--- src/rtl/lif_pkg.sv ---
// ============================================================================
//  lif_pkg
//  Shared state encoding and default sizing for the LIF slot scheduler.
//  Revision: 1.0
// ============================================================================
`default_nettype none

package lif_pkg;

    typedef enum logic [1:0] {
        ST_IDLE = 2'd0,
        ST_WAIT = 2'd1,
        ST_SLOT = 2'd2
    } lif_state_e;

    localparam int c_N_CH      = 50;
    localparam int c_SLOT_CYC  = 16;
    localparam int c_PIPE_LAT  = 3;
    localparam int c_SMP_DEPTH = 3000000;
    localparam int c_CH_W      = $clog2(c_N_CH);

endpackage

`default_nettype wire

--- src/rtl/lif_slot_timer.sv ---
// ============================================================================
//  lif_slot_timer
//  Per-slot cycle counter with load / write-back / last-cycle strobe decode.
//  Revision: 1.0
// ============================================================================
`default_nettype none

module lif_slot_timer
    import lif_pkg::*;
#(
    parameter int SLOT_CYC = c_SLOT_CYC,
    parameter int PIPE_LAT = c_PIPE_LAT
) (
    input  logic clk,
    input  logic rst,
    input  logic i_run,
    output logic o_load,
    output logic o_wb,
    output logic o_last
);

    localparam int                c_CYC_W    = $clog2(SLOT_CYC);
    localparam logic [c_CYC_W-1:0] c_CYC_ONE  = c_CYC_W'(1);
    localparam logic [c_CYC_W-1:0] c_WB_CYC   = c_CYC_W'(PIPE_LAT + 1);
    localparam logic [c_CYC_W-1:0] c_LAST_CYC = c_CYC_W'(SLOT_CYC - 1);

    logic [c_CYC_W-1:0] cyc_q;
    logic [c_CYC_W-1:0] cyc_d;

    assign o_load = i_run && (cyc_q == c_CYC_ONE);
    assign o_wb   = i_run && (cyc_q == c_WB_CYC);
    assign o_last = i_run && (cyc_q == c_LAST_CYC);

    // Counter parks at zero outside a slot so every slot starts from cyc 0.
    always_comb begin
        cyc_d = '0;
        if (i_run && !o_last) begin
            cyc_d = cyc_q + c_CYC_ONE;
        end
    end

    always_ff @(posedge clk or posedge rst) begin
        if (rst) begin
            cyc_q <= '0;
        end else begin
            cyc_q <= cyc_d;
        end
    end

endmodule

`default_nettype wire

--- src/rtl/lif_slot_scheduler.sv ---
// ============================================================================
//  lif_slot_scheduler
//  Sequences the shared LIF datapath through one fixed-length slot per channel.
//  Revision: 1.0
// ============================================================================
`default_nettype none

module lif_slot_scheduler
    import lif_pkg::*;
#(
    parameter int N_CH      = c_N_CH,
    parameter int SLOT_CYC  = c_SLOT_CYC,
    parameter int PIPE_LAT  = c_PIPE_LAT,
    parameter int BUF_AW    = 10,
    parameter int SMP_AW    = 24,
    parameter int SMP_DEPTH = c_SMP_DEPTH
) (
    input  logic              clk_in,
    input  logic              reset,
    input  logic              enable,
    input  logic              smp_valid,
    output logic              smp_ready,
    output logic [SMP_AW-1:0] smp_addr,
    output logic [BUF_AW-1:0] LIF_buf_raddr,
    output logic [BUF_AW-1:0] LIF_buf_waddr,
    output logic              LIF_buf_wren,
    output logic              lif_load,
    input  logic              post_spike,
    output logic              spike_valid,
    output logic [6:0]        spike_ch,
    output logic              frame_done,
    output logic              busy
);

    localparam int                   c_CH_BITS   = (N_CH > 1) ? $clog2(N_CH) : 1;
    localparam logic [c_CH_BITS-1:0] c_LAST_CH   = c_CH_BITS'(N_CH - 1);
    localparam logic [c_CH_BITS-1:0] c_CH_ONE    = c_CH_BITS'(1);
    localparam logic [SMP_AW-1:0]    c_LAST_ADDR = SMP_AW'(SMP_DEPTH - 1);
    localparam logic [SMP_AW-1:0]    c_ADDR_ONE  = SMP_AW'(1);

    lif_state_e           state_q,       state_d;
    logic [c_CH_BITS-1:0] ch_q,          ch_d;
    logic [SMP_AW-1:0]    smp_addr_q,    smp_addr_d;
    logic                 spike_valid_q, spike_valid_d;
    logic [6:0]           spike_ch_q,    spike_ch_d;
    logic                 frame_done_q,  frame_done_d;

    logic slot_run;
    logic slot_load;
    logic slot_wb;
    logic slot_last;
    logic continue_run;

    assign slot_run = (state_q == ST_SLOT);

    lif_slot_timer #(
        .SLOT_CYC (SLOT_CYC),
        .PIPE_LAT (PIPE_LAT)
    ) u_timer (
        .clk    (clk_in),
        .rst    (reset),
        .i_run  (slot_run),
        .o_load (slot_load),
        .o_wb   (slot_wb),
        .o_last (slot_last)
    );

    assign smp_addr      = smp_addr_q;
    assign LIF_buf_raddr = BUF_AW'(ch_q);
    assign LIF_buf_waddr = slot_wb ? BUF_AW'(ch_q) : '0;
    assign LIF_buf_wren  = slot_wb;
    assign lif_load      = slot_load;
    assign spike_valid   = spike_valid_q;
    assign spike_ch      = spike_ch_q;
    assign frame_done    = frame_done_q;
    assign busy          = (state_q != ST_IDLE);

    always_comb begin
        state_d       = state_q;
        ch_d          = ch_q;
        smp_addr_d    = smp_addr_q;
        spike_valid_d = 1'b0;
        spike_ch_d    = spike_ch_q;
        frame_done_d  = 1'b0;
        smp_ready     = 1'b0;
        continue_run  = 1'b0;

        if (slot_wb && post_spike) begin
            spike_valid_d = 1'b1;
            spike_ch_d    = 7'(ch_q);
        end

        case (state_q)
            ST_IDLE: begin
                if (enable) begin
                    state_d = ST_WAIT;
                    ch_d    = '0;
                end
            end
            ST_WAIT: begin
                smp_ready = smp_valid;
                if (smp_valid) begin
                    state_d = ST_SLOT;
                end
            end
            ST_SLOT: begin
                if (slot_last) begin
                    smp_addr_d = (smp_addr_q == c_LAST_ADDR) ? '0 : smp_addr_q + c_ADDR_ONE;
                    // Enable only matters at a frame boundary; mid-frame slots always continue.
                    if (ch_q == c_LAST_CH) begin
                        ch_d         = '0;
                        frame_done_d = 1'b1;
                        continue_run = enable;
                    end else begin
                        ch_d         = ch_q + c_CH_ONE;
                        continue_run = 1'b1;
                    end
                    if (continue_run) begin
                        smp_ready = smp_valid;
                        state_d   = smp_valid ? ST_SLOT : ST_WAIT;
                    end else begin
                        state_d = ST_IDLE;
                    end
                end
            end
            default: begin
                state_d = ST_IDLE;
            end
        endcase
    end

    always_ff @(posedge clk_in or posedge reset) begin
        if (reset) begin
            state_q       <= ST_IDLE;
            ch_q          <= '0;
            smp_addr_q    <= '0;
            spike_valid_q <= 1'b0;
            spike_ch_q    <= '0;
            frame_done_q  <= 1'b0;
        end else begin
            state_q       <= state_d;
            ch_q          <= ch_d;
            smp_addr_q    <= smp_addr_d;
            spike_valid_q <= spike_valid_d;
            spike_ch_q    <= spike_ch_d;
            frame_done_q  <= frame_done_d;
        end
    end

endmodule

`default_nettype wire

--- config.mk ---
export PLATFORM = sky130hd
export DESIGN_NAME = lif_slot_scheduler
export DESIGN_NICKNAME = d
export VERILOG_FILES = /design/src/rtl/lif_pkg.sv /design/src/rtl/lif_slot_timer.sv /design/src/rtl/lif_slot_scheduler.sv
export SDC_FILE = /design/constraint.sdc
export NUM_CORES = 1
export LEC_CHECK = 0
export BUFFER_PORTS_ARGS = -buffer_cell sky130_fd_sc_hd__buf_2
export CAP_MARGIN = 30
export CORE_ASPECT_RATIO = 0.5
export CORE_MARGIN = 2
export CORE_UTILIZATION = 59
export CTS_BUF_LIST = sky130_fd_sc_hd__clkbuf_2
export CTS_CLUSTER_SIZE = 8
export DETAILED_ROUTE_END_ITERATION = 10
export PLACE_DENSITY = 0.88
export SYNTH_ARGS = -nofsm -noshare
export SYNTH_HDL_FRONTEND = slang
export SYNTH_HIERARCHICAL = 1
export SYNTH_SLANG_ARGS = --single-unit
--- constraint.sdc ---
create_clock -name clk_in -period 5.6 [get_ports clk_in]
set_input_delay 1.12 -clock clk_in [delete_from_list [all_inputs] [get_ports clk_in]]
set_output_delay 1.12 -clock clk_in [all_outputs]
set_load 0.03 [all_outputs]
; ---- Word-level counts from Yosys, hierarchy flattened
; Index checks and enable logic that the tools add are counted.
[classes]
n_addsub = 3
eq_ne = 10
muxes = 23
reduce_logical = 12
[op_table]
columns = operator, n
row1 = "adder 24 x 1 -> 24 bit, second input constant", 1
row2 = "== test 24 x 22 -> 1 bit, second input constant", 1
row3 = two-way mux 24 bit, 1
row4 = two-way mux 6 bit, 4
row5 = one-hot mux 6 bit (2 select lines), 1
row6 = two-way mux 2 bit, 5
row7 = two-way mux 1 bit, 9
row8 = "adder 6 x 1 -> 6 bit, second input constant", 1
row9 = "== test 6 bit, second input constant", 1
row10 = "!= test 2 bit, second input constant", 3
row11 = one-hot mux 2 bit (3 select lines), 1
row12 = AND reduction 3 bit, 2
row13 = logical AND 1 bit, 5
row14 = "adder 4 x 1 -> 4 bit, second input constant", 1
row15 = "== test 4 x 1 -> 1 bit, second input constant", 1
row16 = "== test 4 x 3 -> 1 bit, second input constant", 1
row17 = "== test 4 bit, second input constant", 1
row18 = two-way mux 4 bit, 1
row19 = nonzero test 2 bit, 2
row20 = "== test 2 x 1 -> 1 bit, second input constant", 1
row21 = "== test 2 bit, second input constant", 1
row22 = logical NOT 2 bit, 1
row23 = one-hot mux 1 bit (2 select lines), 1
row24 = AND reduction 2 bit, 1
row25 = logical NOT 1 bit, 1
[word_totals]
ff_bits = 44
wordCells = 55

; ---- Longest topological paths before layout
; Gate-level depths: netlist of run 1.
[depth]
depth_word = 7
depth_mapped = 9
mapped_depth_nobuf = 8

; ---- By module
; Netlist of run 1, hierarchy kept.
[modules_own_cells]
columns = module, instances, cells_per_inst, area_per_inst_um2, seq_area_each_um2
row1 = lif_slot_scheduler, 1, 227, 2160.8, 1001.0
row2 = lif_slot_timer, 1, 25, 230.2, 100.1

; ---- Worst setup path before layout of run 1
; OpenSTA, ideal clock, no wires.
[synth_timing]
path_type = register to output
start = register state_q[0]
end = output port LIF_buf_waddr[0]
arrival_ps = 2149
required_time_ps = 4480
path_slack_ps = 2331
stages_incl_launch_ff = 6
path_buffers = 0
cell_sequence = dfrtp_1 -> inv_1 -> ha_1 -> inv_1 -> nor3_1 -> and2_1
[synth_between]
elab_chain_cells = 3
[synth_lines]
columns = item, line
row1 = "start, declared", lif_slot_scheduler.sv:41  ; lif_state_e state_q, state_d;
row2 = "start signal, assigned", lif_slot_scheduler.sv:141  ; state_q <= state_d;
row3 = == test 2 bit, lif_slot_scheduler.sv:54  ; assign slot_run = (state_q == ST_SLOT);
row4 = named net slot_run, lif_slot_scheduler.sv:48  ; logic slot_run;
row5 = logical AND 1 bit, lif_slot_timer.sv:31  ; assign o_wb = i_run && (cyc_q == c_WB_CYC);
row6 = named net LIF_buf_wren, lif_slot_scheduler.sv:26  ; output logic LIF_buf_wren,
row7 = two-way mux 6 bit, lif_slot_scheduler.sv:70  ; assign LIF_buf_waddr = slot_wb ? BUF_AW'(ch_q) : '0;
row8 = "end, declared", lif_slot_scheduler.sv:25  ; output logic [BUF_AW-1:0] LIF_buf_waddr,
; The timed path passes the listed nets, and every way through them passes these cells.

; ---- Worst setup path in the final report of run 1
[layout_timing]
start = register state_q[0]
end = output port smp_ready
[layout_between]
elab_chain_cells = 4
[layout_lines]
columns = item, line
row1 = == test 2 bit, lif_slot_scheduler.sv:54
row2 = named net slot_run, lif_slot_scheduler.sv:48
row3 = logical AND 1 bit, lif_slot_timer.sv:32  ; assign o_last = i_run && (cyc_q == c_LAST_CYC);
row4 = named net slot_last, lif_slot_scheduler.sv:51  ; logic slot_last;
row5 = two-way mux 1 bit, lif_slot_scheduler.sv:107  ; if (slot_last) begin
row6 = one-hot mux 1 bit (2 select lines), lif_slot_scheduler.sv:93  ; case (state_q)
row7 = "end, declared", lif_slot_scheduler.sv:22  ; output logic smp_ready,
; The timed path passes the listed nets, and every way through them passes these cells.

==> metrics.md, run 1 <==
| Metric | Value |
|---|---|
| Detailed Routing Iterations Pass 1 | 5 |
| Footprint of the multi-input gates | approximately 0.0012 mm² |
| CP max stage delay | ~470 ps |
| Critical-path top delay cell | dfrtp_1 |
| Gate Count Post-Synth | ~250 |
| Post-synthesis cell area | between 0.002 and 0.0025 mm² |
| Unrepaired setup endpoints after global routing | false |
| TritonCTS sink count | between 40 and 50 |
| Synthesis Warnings | 6 |
| Setup_tns | 0 ps |
| Min-Delay Path Class | flop to flop |
| MaxCap Viol Count | 0 |
| Headroom to the max-slew limit | 46.0% |
| Chip height | 49.0 µm |
| Worst EP arrival | roughly 2700 ps |
| H-tree levels | 2 |
| Clk_lat worst skew | 430 ps |
| Placed Instances | 355 |
| Placement Cell Area | between 0.002 and 0.003 mm² |
| PostCTS Resize Cnt | 0 |
| Avg Vias per Cell | about 5.9 |
| DRC viols | 0 |
| Final nets | about 320 |
| Port Buffers | 52 |
| CTS Buf Count | 5 |
| Total track usage | approximately a quarter |
| Status | finished clean |
| Startpoint type of the worst setup path | flop |
| Worst-Margin Slew | 802 ps |
| Crit-path cells | inv_1 -> ha_1 -> inv_1 -> nor2_1 -> and2_1 -> a21oi_1 -> nor2_1 -> buf_2 |
| CTS root buf | clkbuf_2 |
| Post-DP HPWL | 3.94 mm |
| Via count | 2,133 |
| Clock skew | around 23 ps |
| Vias in the first global route | between 1,500 and 2,000 |
| First-pass GRT wire length | roughly 8.6 mm |
| Total core area | around 0.0039 mm² |
| Chip width | between 90 and 100 µm |
| Most used flip-flop cell after synthesis | dfrtp_1 |
| Final setup violation count | 0 |
| Post-CTS Hold Buffers | 0 |
| TritonCTS clock tree | done |
| Max rail drop VDD | 0.130 mV |
| Synth cell types | 40 |
| Largest net degree at the start of global routing | 41 |
| Hold WS | approximately 500 ps |
| Total congestion overflow | 0 |
| Ports | a little over 60 |
| Clk slew on worst S/H paths | ~230 ps |
| FILL cells | between 300 and 400 |
| Antenna Cells | 0 |
| Layout cells sized above 1 | between 20% and 30% |
| Design Power | about 640 µW |
| Drt total wl | 5.29 mm |
| Die ar. | ~0.0046 mm² |
| Fmax achieved | around 260 MHz |
| Initial core utilization | a little over 60% |
| Clk buf depth | 2 |
| Antenna viol nets, final | 0 |
| Leak pwr | between 1 and 1.5 nW |
| Avg Inst Size Synth | approximately 9.5 µm² |
| Setup WS post-layout | 1760 ps |
| Final hold violation count | 0 |
| Final Wtd Congestion | 0.890 |
| Sequential fraction of the synthesis area | between 40% and 50% |
| Count of pins over their slew limit | 0 |
| Util after Layout | 69.6% |
| Avg WL per Cell | between 10 and 15 µm |
| Final Cell Area | around 0.0027 mm² |
| Synthesis-to-finish area growth | 13.7% |
| Initial antenna violation count | 0 |
| Post-CTS setup buffer count | 0 |
| DR iter-0 viols | 122 |
| Power Dens Cells | about 240 mW/mm² |
| Pre-CTS setup slack | approximately 2300 ps |
| Critical path class | flop to output port |
| Final std cells w/o fill | 363 |
| Critical Path End Type | output port |
| Tcrit/Tclk final | around 70% |
| Row count | 16 |
| Asr flop ratio synth | 100% |
| Reg area | roughly 0.0011 mm² |
| Flops & latches, synth | 44 |
| Required @ worst endpoint | approximately 4500 ps |
| CP max FO | 15 |
| Post-synth EDFFs | 0 |
| Tmin final | between 3000 and 4000 ps |
==> registers in the layout, indices dropped and copies added, names as in the netlist <==
register / flops
smp_addr: 24
spike_ch: 6
frame_done: 1
u_timer/cyc_q: 4
spike_valid: 1
state_q: 2
ch_q: 6
==> cell usage after synthesis (9+ instances only) <==
master	count	area, µm²
a21oi_1	10	50.1
and2_1	9	56.3
ha_1	10	125
nand2_1	22	82.6
buf_4	9	67.6
nor2_1	15	56.3
inv_1	15	56.3
o21ai_0	13	65.1
xnor2_1	13	114
nand3_1	18	90.1
nand4_1	11	68.8
dfrtp_1	44	1100
==> power breakdown <==
| part | internal, mW | total, mW | switching [mW] |
|---|---|---|---|
| Combinational | 0.0514 | 0.163 | 0.112 |
| Sequential | 0.330 | 0.344 | 0.0140 |
| Clock | 0.0280 | 0.132 | 0.104 |
| Total | 0.409 | 0.639 | 0.230 |
==> worst max-delay path, delay by kind of cell (launching register included) <==
family / cells / cell delay, ps
DFF: 1 / 470
adders and majority gates: 1 / 450
buffers and inverters: 3 / 510
and+or+nand+nor: 3 / 770
AOI/OAI and AO/OA: 1 / 100
==> path summary, 6_finish.rpt <==
path                        startpoint          endpoint  slack (ps)  depth (start not counted)
setup / recovery            state_q[0]         smp_ready        1760                          8
min in group asynchronous        reset  u_timer/cyc_q[3]         530                          2
hold reg to reg            spike_ch[1]       spike_ch[1]         510                          2
setup reg to reg            state_q[0]      smp_addr[10]        2330                          9
hold / removal             spike_ch[1]       spike_ch[1]         510                          2
max in group asynchronous        reset      smp_addr[22]        4470                          3
==> placed cells by master (no fill, tap or decap), types with 2 or more instances in the layout <==
cell and instances:
buf_2 52, dfrtp_1 44, nand2_1 22, nand3_1 18
nor2_1 15, inv_1 15, xnor2_1 13, o21ai_0 13
nand4_1 11, a21oi_1 10, ha_1 10, and2_1 9
conb_1 9, xor2_1 6, or3_1 5, nor4_1 5
and3_1 5, clkbuf_2 5, nor3_1 4, o31ai_1 4
a31o_2 3, mux2_2 3, or4_1 3, nand2b_1 3
nor4b_1 2, and4_1 2, or2_2 2, clkinv_2 2
buf_4 2
==> cell families (layout without fill, tap and decap cells) <==
kind of cell,after synthesis,in the layout,share of synthesized area [%]
compound gates,35,35,8.74
xor+xnor,19,19,6.96
simple gates,110,110,25.0
other cells,1,9,0.157
mux,4,4,1.83
buf+inv,29,78,6.07
fa+ha+maj,10,10,5.23
flops,44,44,46.0
==> layout make-up <==
cell class,instances,area share [%]
clock inverter,3,0.506
inverter,16,2.21
sequential,44,40.5
clock buffer,5,0.921
tap,54,2.49
multi-input combinational,187,43.2
timing repair buffer,54,10.1
==> routing by layer <==
metal | GRT usage, % | part of all wire, % | vias up | wire [µm]
met5 | 0 | 0 | - | 0
met4 | 6.52 | 1.4 | 0 | 75
met3 | 5.10 | 7.6 | 12 | 401
met2 | 40.0 | 48 | 111 | 2550
met1 | 32.0 | 43 | 1036 | 2270
li1 | - | - | 974 | -
Note: power is estimated with default switching activity, not from simulation.
==> run 2, diff against run 1 <==
--- a/config.mk
+++ b/config.mk
@@ -9,11 +9,11 @@
 export CAP_MARGIN = 30
 export CORE_ASPECT_RATIO = 0.5
 export CORE_MARGIN = 2
-export CORE_UTILIZATION = 59
+export CORE_UTILIZATION = 55
 export CTS_BUF_LIST = sky130_fd_sc_hd__clkbuf_2
 export CTS_CLUSTER_SIZE = 8
 export DETAILED_ROUTE_END_ITERATION = 10
-export PLACE_DENSITY = 0.88
+export PLACE_DENSITY = 0.83
 export SYNTH_ARGS = -nofsm -noshare
 export SYNTH_HDL_FRONTEND = slang
 export SYNTH_HIERARCHICAL = 1
==> constraint.sdc (replaced) <==
create_clock -name clk_in -period 3.9 [get_ports clk_in]
set_input_delay 0.78 -clock clk_in [delete_from_list [all_inputs] [get_ports clk_in]]
set_output_delay 0.78 -clock clk_in [all_outputs]
set_load 0.03 [all_outputs]
==> run 2 against run 1 <==
Final cell count is the same; critical path depth is the same; hold slack worse by 280 ps; utilization decreased by 1.8 points; worst setup slack worse by 1500 ps; total power grew 56%; critical endpoint unchanged; largest power group unchanged.
==> metrics.md, run 2 (synthesis gave the netlist of run 1 again) <==
| Metric | Value |
|---|---|
| Via count | 2,082 (-2.4%) |
| Placed Instances | 355 (unchanged) |
| Power Dens Cells | 363 mW/mm² (+54%) |
| Worst EP arrival | 2870 ps (+150 ps) |
| TritonCTS clock tree | done |
| First-pass GRT wire length | 9.10 mm (+5.7%) |
| PostCTS Resize Cnt | 0 (unchanged) |
| Crit-path cells | inv_1 -> ha_1 -> inv_1 -> nor2_1 -> and2_1 -> a21oi_1 -> nor2_1 -> buf_2 |
| Die ar. | 0.00492 mm² (+6.8%) |
| Ports | 62 (unchanged) |
| Unrepaired setup endpoints after global routing | false |
| Worst-Margin Slew | 815 ps (+13.3 ps) |
| CP top delay family | simple AND/OR/NAND/NOR gates |
| Avg Vias per Cell | 5.74 (-2.4%) |
| H-tree levels | 2 (unchanged) |
| Antenna Cells | 0 (unchanged) |
| Final nets | 323 (unchanged) |
| Worst path bufs/invs | 3 (unchanged) |
| Setup_tns | 0 ps (unchanged) |
| DRC viols | 0 (unchanged) |
| Commonest cells after routing, fill and taps aside | 52 x buf_2, 44 x dfrtp_1, 22 x nand2_1 |
| Vias in the first global route | 1,980 (+3.0%) |
| Chip width | 97.2 µm (+3.4%) |
| Total track usage | 23.4% (-0.55 points) |
| Clock skew | 14.1 ps (-9.13 ps) |
| Total core area | 0.00404 mm² (+3.6%) |
| Critical path class | flop to output port |
| Post-CTS setup buffer count | 0 (unchanged) |
| CP max stage delay | 480 ps (about the same) |
| CTS Buf Count | 5 (unchanged) |
| DR iter-0 viols | 97 (-20%) |
| Final setup violation count | 0 (unchanged) |
| Final std cells w/o fill | 363 (unchanged) |
| Clk slew on worst S/H paths | 210 ps (-20 ps) |
| Max reg flops | 24 (unchanged) |
| Port Buffers | 52 (unchanged) |
| Total congestion overflow | 0 (unchanged) |
| Clk buf depth | 2 (unchanged) |
| Clock share of power | 25.8% (+5.1 points) |
| Initial core utilization | 59.1% (-2.1 points) |
| Most common cell after layout, fill and taps aside | buf_2 |
| Min-Delay Path Class | input port to asynchronous set/reset pin |
| Fmax achieved | 274 MHz |
| Chip height | 50.6 µm (+3.3%) |
| Wl on met1 | 2.33 mm (+2.6%) |
| Count of pins over their slew limit | 0 (unchanged) |
| Final hold violation count | 0 (unchanged) |
| Post-DP HPWL | 3.87 mm (-1.9%) |
| MaxCap Viol Count | 0 (unchanged) |
| Critical-path top delay cell | dfrtp_1 |
| Int Pwr | 659 µW (+61%) |
| Tmin final | 3650 ps |
| Max rail drop VDD | 0.167 mV (+28%) |
| Row count | 16 (unchanged) |
| Comb pwr share | 24.5% (-1.0 points) |
| Metal2 WL | 2.54 mm (about the same) |
| Critical Path End Type | output port |
| Initial antenna violation count | 0 (unchanged) |
| Leak pwr | 1.41 nW (+0.92%) |
| Detailed Routing Iterations Pass 1 | 4 (-1) |
| Highest Signal Layer | met4 |
| Final Wtd Congestion | 0.879 (-1.2%) |
| Avg WL per Cell | 14.8 µm (+1.5%) |
| Layout cells sized above 1 | 23.6% (+0.32 points) |
| Status | finished clean |
| TritonCTS sink count | 44 (unchanged) |
| Post-CTS Hold Buffers | 0 (unchanged) |
| Antenna viol nets, final | 0 (unchanged) |
| Headroom to the max-slew limit | 45.1% (-0.89 points) |
| Met3 Routed Length | 373 µm (-7.0%) |
| CTS root buf | clkbuf_2 |
| FILL cells | 317 (-4.5%) |
| Largest net degree at the start of global routing | 25 (-39%) |
| Synthesis-to-finish area growth | 14.8% |
| Startpoint type of the worst setup path | flop |
| Util after Layout | 67.9% (-1.8 points) |
| CP max FO | 15 (unchanged) |
| Required @ worst endpoint | 3120 ps (-1360 ps) |
| Net switching power figure | 337 µW (+47%) |
| Drt total wl | 5.37 mm (+1.5%) |
| Seq pwr share | 49.6% (-4.2 points) |
| Switching part of the total | 33.9% (-2.1 points) |
| Tcrit/Tclk final | between 90% and 100% |
| Clk_lat worst skew | 400 ps (-30 ps) |
==> run 2: path summary, 6_finish.rpt <==
kind	to	depth (start not counted)	slack, ps	startpoint
worst max register to register	smp_addr[13]	8	910	state_q[0]
worst min-delay path	u_timer/cyc_q[0]	2	230	reset
worst min register to register	spike_ch[0]	2	520	spike_ch[0]
min in group clk_in	spike_ch[0]	2	520	spike_ch[0]
worst max-delay path	smp_ready	8	250	state_q[0]
max in group asynchronous	smp_addr[22]	3	2720	reset
==> run 2: layer usage <==
metal	vias up	track usage, %
met1	996	29.5
met5	-	0
met3	14	4.60
met2	93	40.4
met4	0	9.72
li1	979	-
==> run 2: per-stage QoR <==
step           setup WS (ps)  hold WS, ps  cell area, µm²  power (mW)
6_report                 248          228            2740       0.996
4_1_cts                  300          213            2740       0.995
2_1_floorplan            971          504            2420       0.680
5_1_grt                 80.9          202            2740        1.05
3_3_place_gp            1010          463            2680       0.712
3_5_place_dp             828          479            2680       0.736
==> run 2: power by group through the flow <==
stage	Clock, mW	Sequential, mW	Combinational, mW
floorplan	0	0.497	0.183
global placement	0	0.499	0.213
detailed placement	0	0.501	0.235
CTS	0.261	0.493	0.241
global route	0.286	0.496	0.271
finish	0.257	0.494	0.244
==> run 2: layout make-up <==
type                    count  area, µm²  share of cell area [%]
clock buffers               6       30.0                    1.09
clock inverters             2       35.0                    1.28
inverters                  16       60.1                    2.19
multi-input cells         187       1170                    42.8
flip-flops and latches     44       1100                    40.1
well taps                  54       67.6                    2.46
repair buffers             54        275                    10.0
==> run 2: worst reg2reg max path: stages, from the launching register on <==
cell and delay, ps:
dfrtp_1 480, inv_1 130, ha_1 470, inv_1 190, nor2_1 350, nand4_1 190, nor4_1 760, nand3_1 180
xnor2_1 160
==> run 3, diff against run 2 <==
--- a/config.mk
+++ b/config.mk
@@ -13,6 +13,7 @@
 export CTS_BUF_LIST = sky130_fd_sc_hd__clkbuf_2
 export CTS_CLUSTER_SIZE = 8
 export DETAILED_ROUTE_END_ITERATION = 10
+export MAX_ROUTING_LAYER = met4
 export PLACE_DENSITY = 0.83
 export SYNTH_ARGS = -nofsm -noshare
 export SYNTH_HDL_FRONTEND = slang
==> run 3 against run 2 <==
Fmax increased by 0.41%; combinational power barely moved; sequential share of layout area is the same; register-to-register slack hardly changed; non-clock buffer count stayed put; flip-flop and latch count stayed put.
==> metrics.md, run 3 (synthesis gave the netlist of run 1 again) <==
| Metric | Value |
|---|---|
| Status | finished clean |
| Worst-Margin Slew | 816 ps (+0.260 ps) |
| Post-CTS setup buffer count | 0 (unchanged) |
| Final Cell Area | 0.00274 mm² (unchanged) |
| Unrepaired setup endpoints after global routing | false |
| H-tree levels | 2 (unchanged) |
| CP max FO | 15 (unchanged) |
| Worst Setup EP | smp_ready |
| Critical Path End Type | output port |
| Grt met1 use | 29.3% (-0.18 points) |
| Worst EP arrival | 2860 ps (about the same) |
| Critical path class | flop to output port |
| Power Dens Cells | 362 mW/mm² (-0.24%) |
| Die ar. | 0.00492 mm² (unchanged) |
| First-pass GRT wire length | 9.09 mm (about the same) |
| Detailed Routing Iterations Pass 1 | 5 (+1) |
| Chip height | 50.6 µm (unchanged) |
| Worst R2R Start | state_q[0] |
| Startpoint type of the worst setup path | flop |
| Post-DP HPWL | 3.87 mm (unchanged) |
| Port Buffers | 52 (unchanged) |
| Tmin final | 3640 ps (-14.8 ps) |
| Clk_lat worst skew | 400 ps (about the same) |
| Clk slew on worst S/H paths | 210 ps (about the same) |
| Placed Instances | 355 (unchanged) |
| Initial core utilization | 59.1% (unchanged) |
| Util after Layout | 67.9% (unchanged) |
| Max reg flops | 24 (unchanged) |
| Setup crit start | state_q[0] |
| Count of pins over their slew limit | 0 (unchanged) |
| Met3 Track Usage GR | 4.60% (unchanged) |
| Avg WL per Cell | 14.7 µm (-0.45%) |
| DRC viols | 0 (unchanged) |
| R2R Setup Slk | 910 ps (about the same) |
| Placement Cell Area | 0.00268 mm² (unchanged) |
| Seq pwr share | 49.8% (+0.2 points) |
| Int Pwr | 658 µW (about the same) |
| Vias in the first global route | 1,980 (unchanged) |
| Reg-to-Reg End | smp_addr[13] |
| Required @ worst endpoint | 3120 ps (about the same) |
| Avg Vias per Cell | 5.73 (about the same) |
| Final Wtd Congestion | 0.894 (+1.7%) |
| Tcrit/Tclk final | 93.3% (-0.38 points) |
| Final hold violation count | 0 (unchanged) |
| Clock skew | 12.7 ps (-1.39 ps) |
| Row count | 16 (unchanged) |
| CTS root buf | clkbuf_2 |
| Leak pwr | 1.41 nW (unchanged) |
| Antenna viol nets, final | 0 (unchanged) |
| Headroom to the max-slew limit | 45.1% (about the same) |
| Comb pwr share | 24.4% (about the same) |
| Total core area | 0.00404 mm² (unchanged) |
| Commonest cells after routing, fill and taps aside | 52 x buf_2, 44 x dfrtp_1, 22 x nand2_1 |
| TritonCTS sink count | 44 (unchanged) |
| Final setup violation count | 0 (unchanged) |
| Synthesis-to-finish area growth | 14.8% (unchanged) |
| Most common cell after layout, fill and taps aside | buf_2 |
| MaxCap Viol Count | 0 (unchanged) |
| R2R depth | 8 (unchanged) |
| Setup_tns | 0 ps (unchanged) |
| GR peak layer | met2 |
| Layout cells sized above 1 | 23.6% (unchanged) |
| Final nets | 323 (unchanged) |
| Largest net degree at the start of global routing | 25 (unchanged) |
| Clk buf depth | 2 (unchanged) |
| Ports | 62 (unchanged) |
| Drt total wl | 5.35 mm (-0.45%) |
| CTS Buf Count | 5 (unchanged) |
| Initial antenna violation count | 0 (unchanged) |
| Min-Delay Path Class | input port to asynchronous set/reset pin |
| DR iter-0 viols | 110 (+13%) |
| TritonCTS clock tree | done |
| Max rail drop VDD | 0.167 mV (about the same) |
| Antenna Cells | 0 (unchanged) |
| Via count | 2,081 (-0.048%) |
| Switching part of the total | 33.7% (-0.14 points) |
| Total congestion overflow | 0 (unchanged) |
| Final std cells w/o fill | 363 (unchanged) |
| Post-CTS Hold Buffers | 0 (unchanged) |
| Total track usage | 24.0% (+0.62 points) |
| Met2 Usage GRT | 40.4% (unchanged) |
| Chip width | 97.2 µm (unchanged) |
| Clock share of power | 25.8% (about the same) |
| FILL cells | 317 (unchanged) |
| PostCTS Resize Cnt | 0 (unchanged) |
| Fmax achieved | 275 MHz (+0.41%) |
| Net switching power figure | 335 µW (-0.65%) |
-- run 3: cell counts in the layout (fill, tap and decap cells not counted) --
No cell type changed its count.
-- run 3: power groups by stage --
stage	Combinational (mW)	Sequential, mW	Clock (mW)
2_1_floorplan	0.183	0.497	0
3_3_place_gp	0.213	0.499	0
3_5_place_dp	0.235	0.501	0
4_1_cts	0.241	0.493	0.261
5_1_grt	0.271	0.496	0.285
6_report	0.242	0.494	0.257
-- run 3: final cells by class --
type | instances | area (µm²) | share of cell area [%]
sequential | 44 | 1100 | 40.1
clock inverter | 2 | 35.0 | 1.28
multi-input combinational | 187 | 1170 | 42.8
clock buffer | 6 | 30.0 | 1.09
inverter | 16 | 60.1 | 2.19
tap | 54 | 67.6 | 2.46
timing repair buffer | 54 | 275 | 10.0
-- run 3: worst max-delay path, stage by stage, from the launching register on --
cell and delay, ps:
dfrtp_1 480, inv_1 130, ha_1 470, inv_1 190
nor2_1 350, and2_1 360, a21oi_1 110, nor2_1 150
buf_2 230
-- run 3: how the worst min path moves through the flow --
stage           startpoint               end  cells after the start  slack [ps]
2_1_floorplan   state_q[0]        state_q[1]                      1         500
4_1_cts              reset  u_timer/cyc_q[0]                      2         210
5_1_grt              reset  u_timer/cyc_q[1]                      2         200
6_report             reset  u_timer/cyc_q[0]                      2         230
3_3_place_gp   spike_ch[0]       spike_ch[0]                      2         460
3_5_place_dp   spike_ch[4]       spike_ch[4]                      2         480
-- run 3: metal layers --
| layer | up-vias | wire [µm] |
|---|---|---|
| met4 | 0 | 139 |
| li1 | 981 | - |
| met2 | 97 | 2550 |
| met1 | 985 | 2290 |
| met5 | - | 0 |
| met3 | 18 | 361 |
-- run 3: metrics by stage --
stage,worst slack [ps],total power [mW],hold slack [ps]
6_report,263,0.994,230
5_1_grt,80.9,1.05,203
4_1_cts,300,0.995,213
3_5_place_dp,828,0.736,479
3_3_place_gp,1010,0.712,463
2_1_floorplan,971,0.680,504
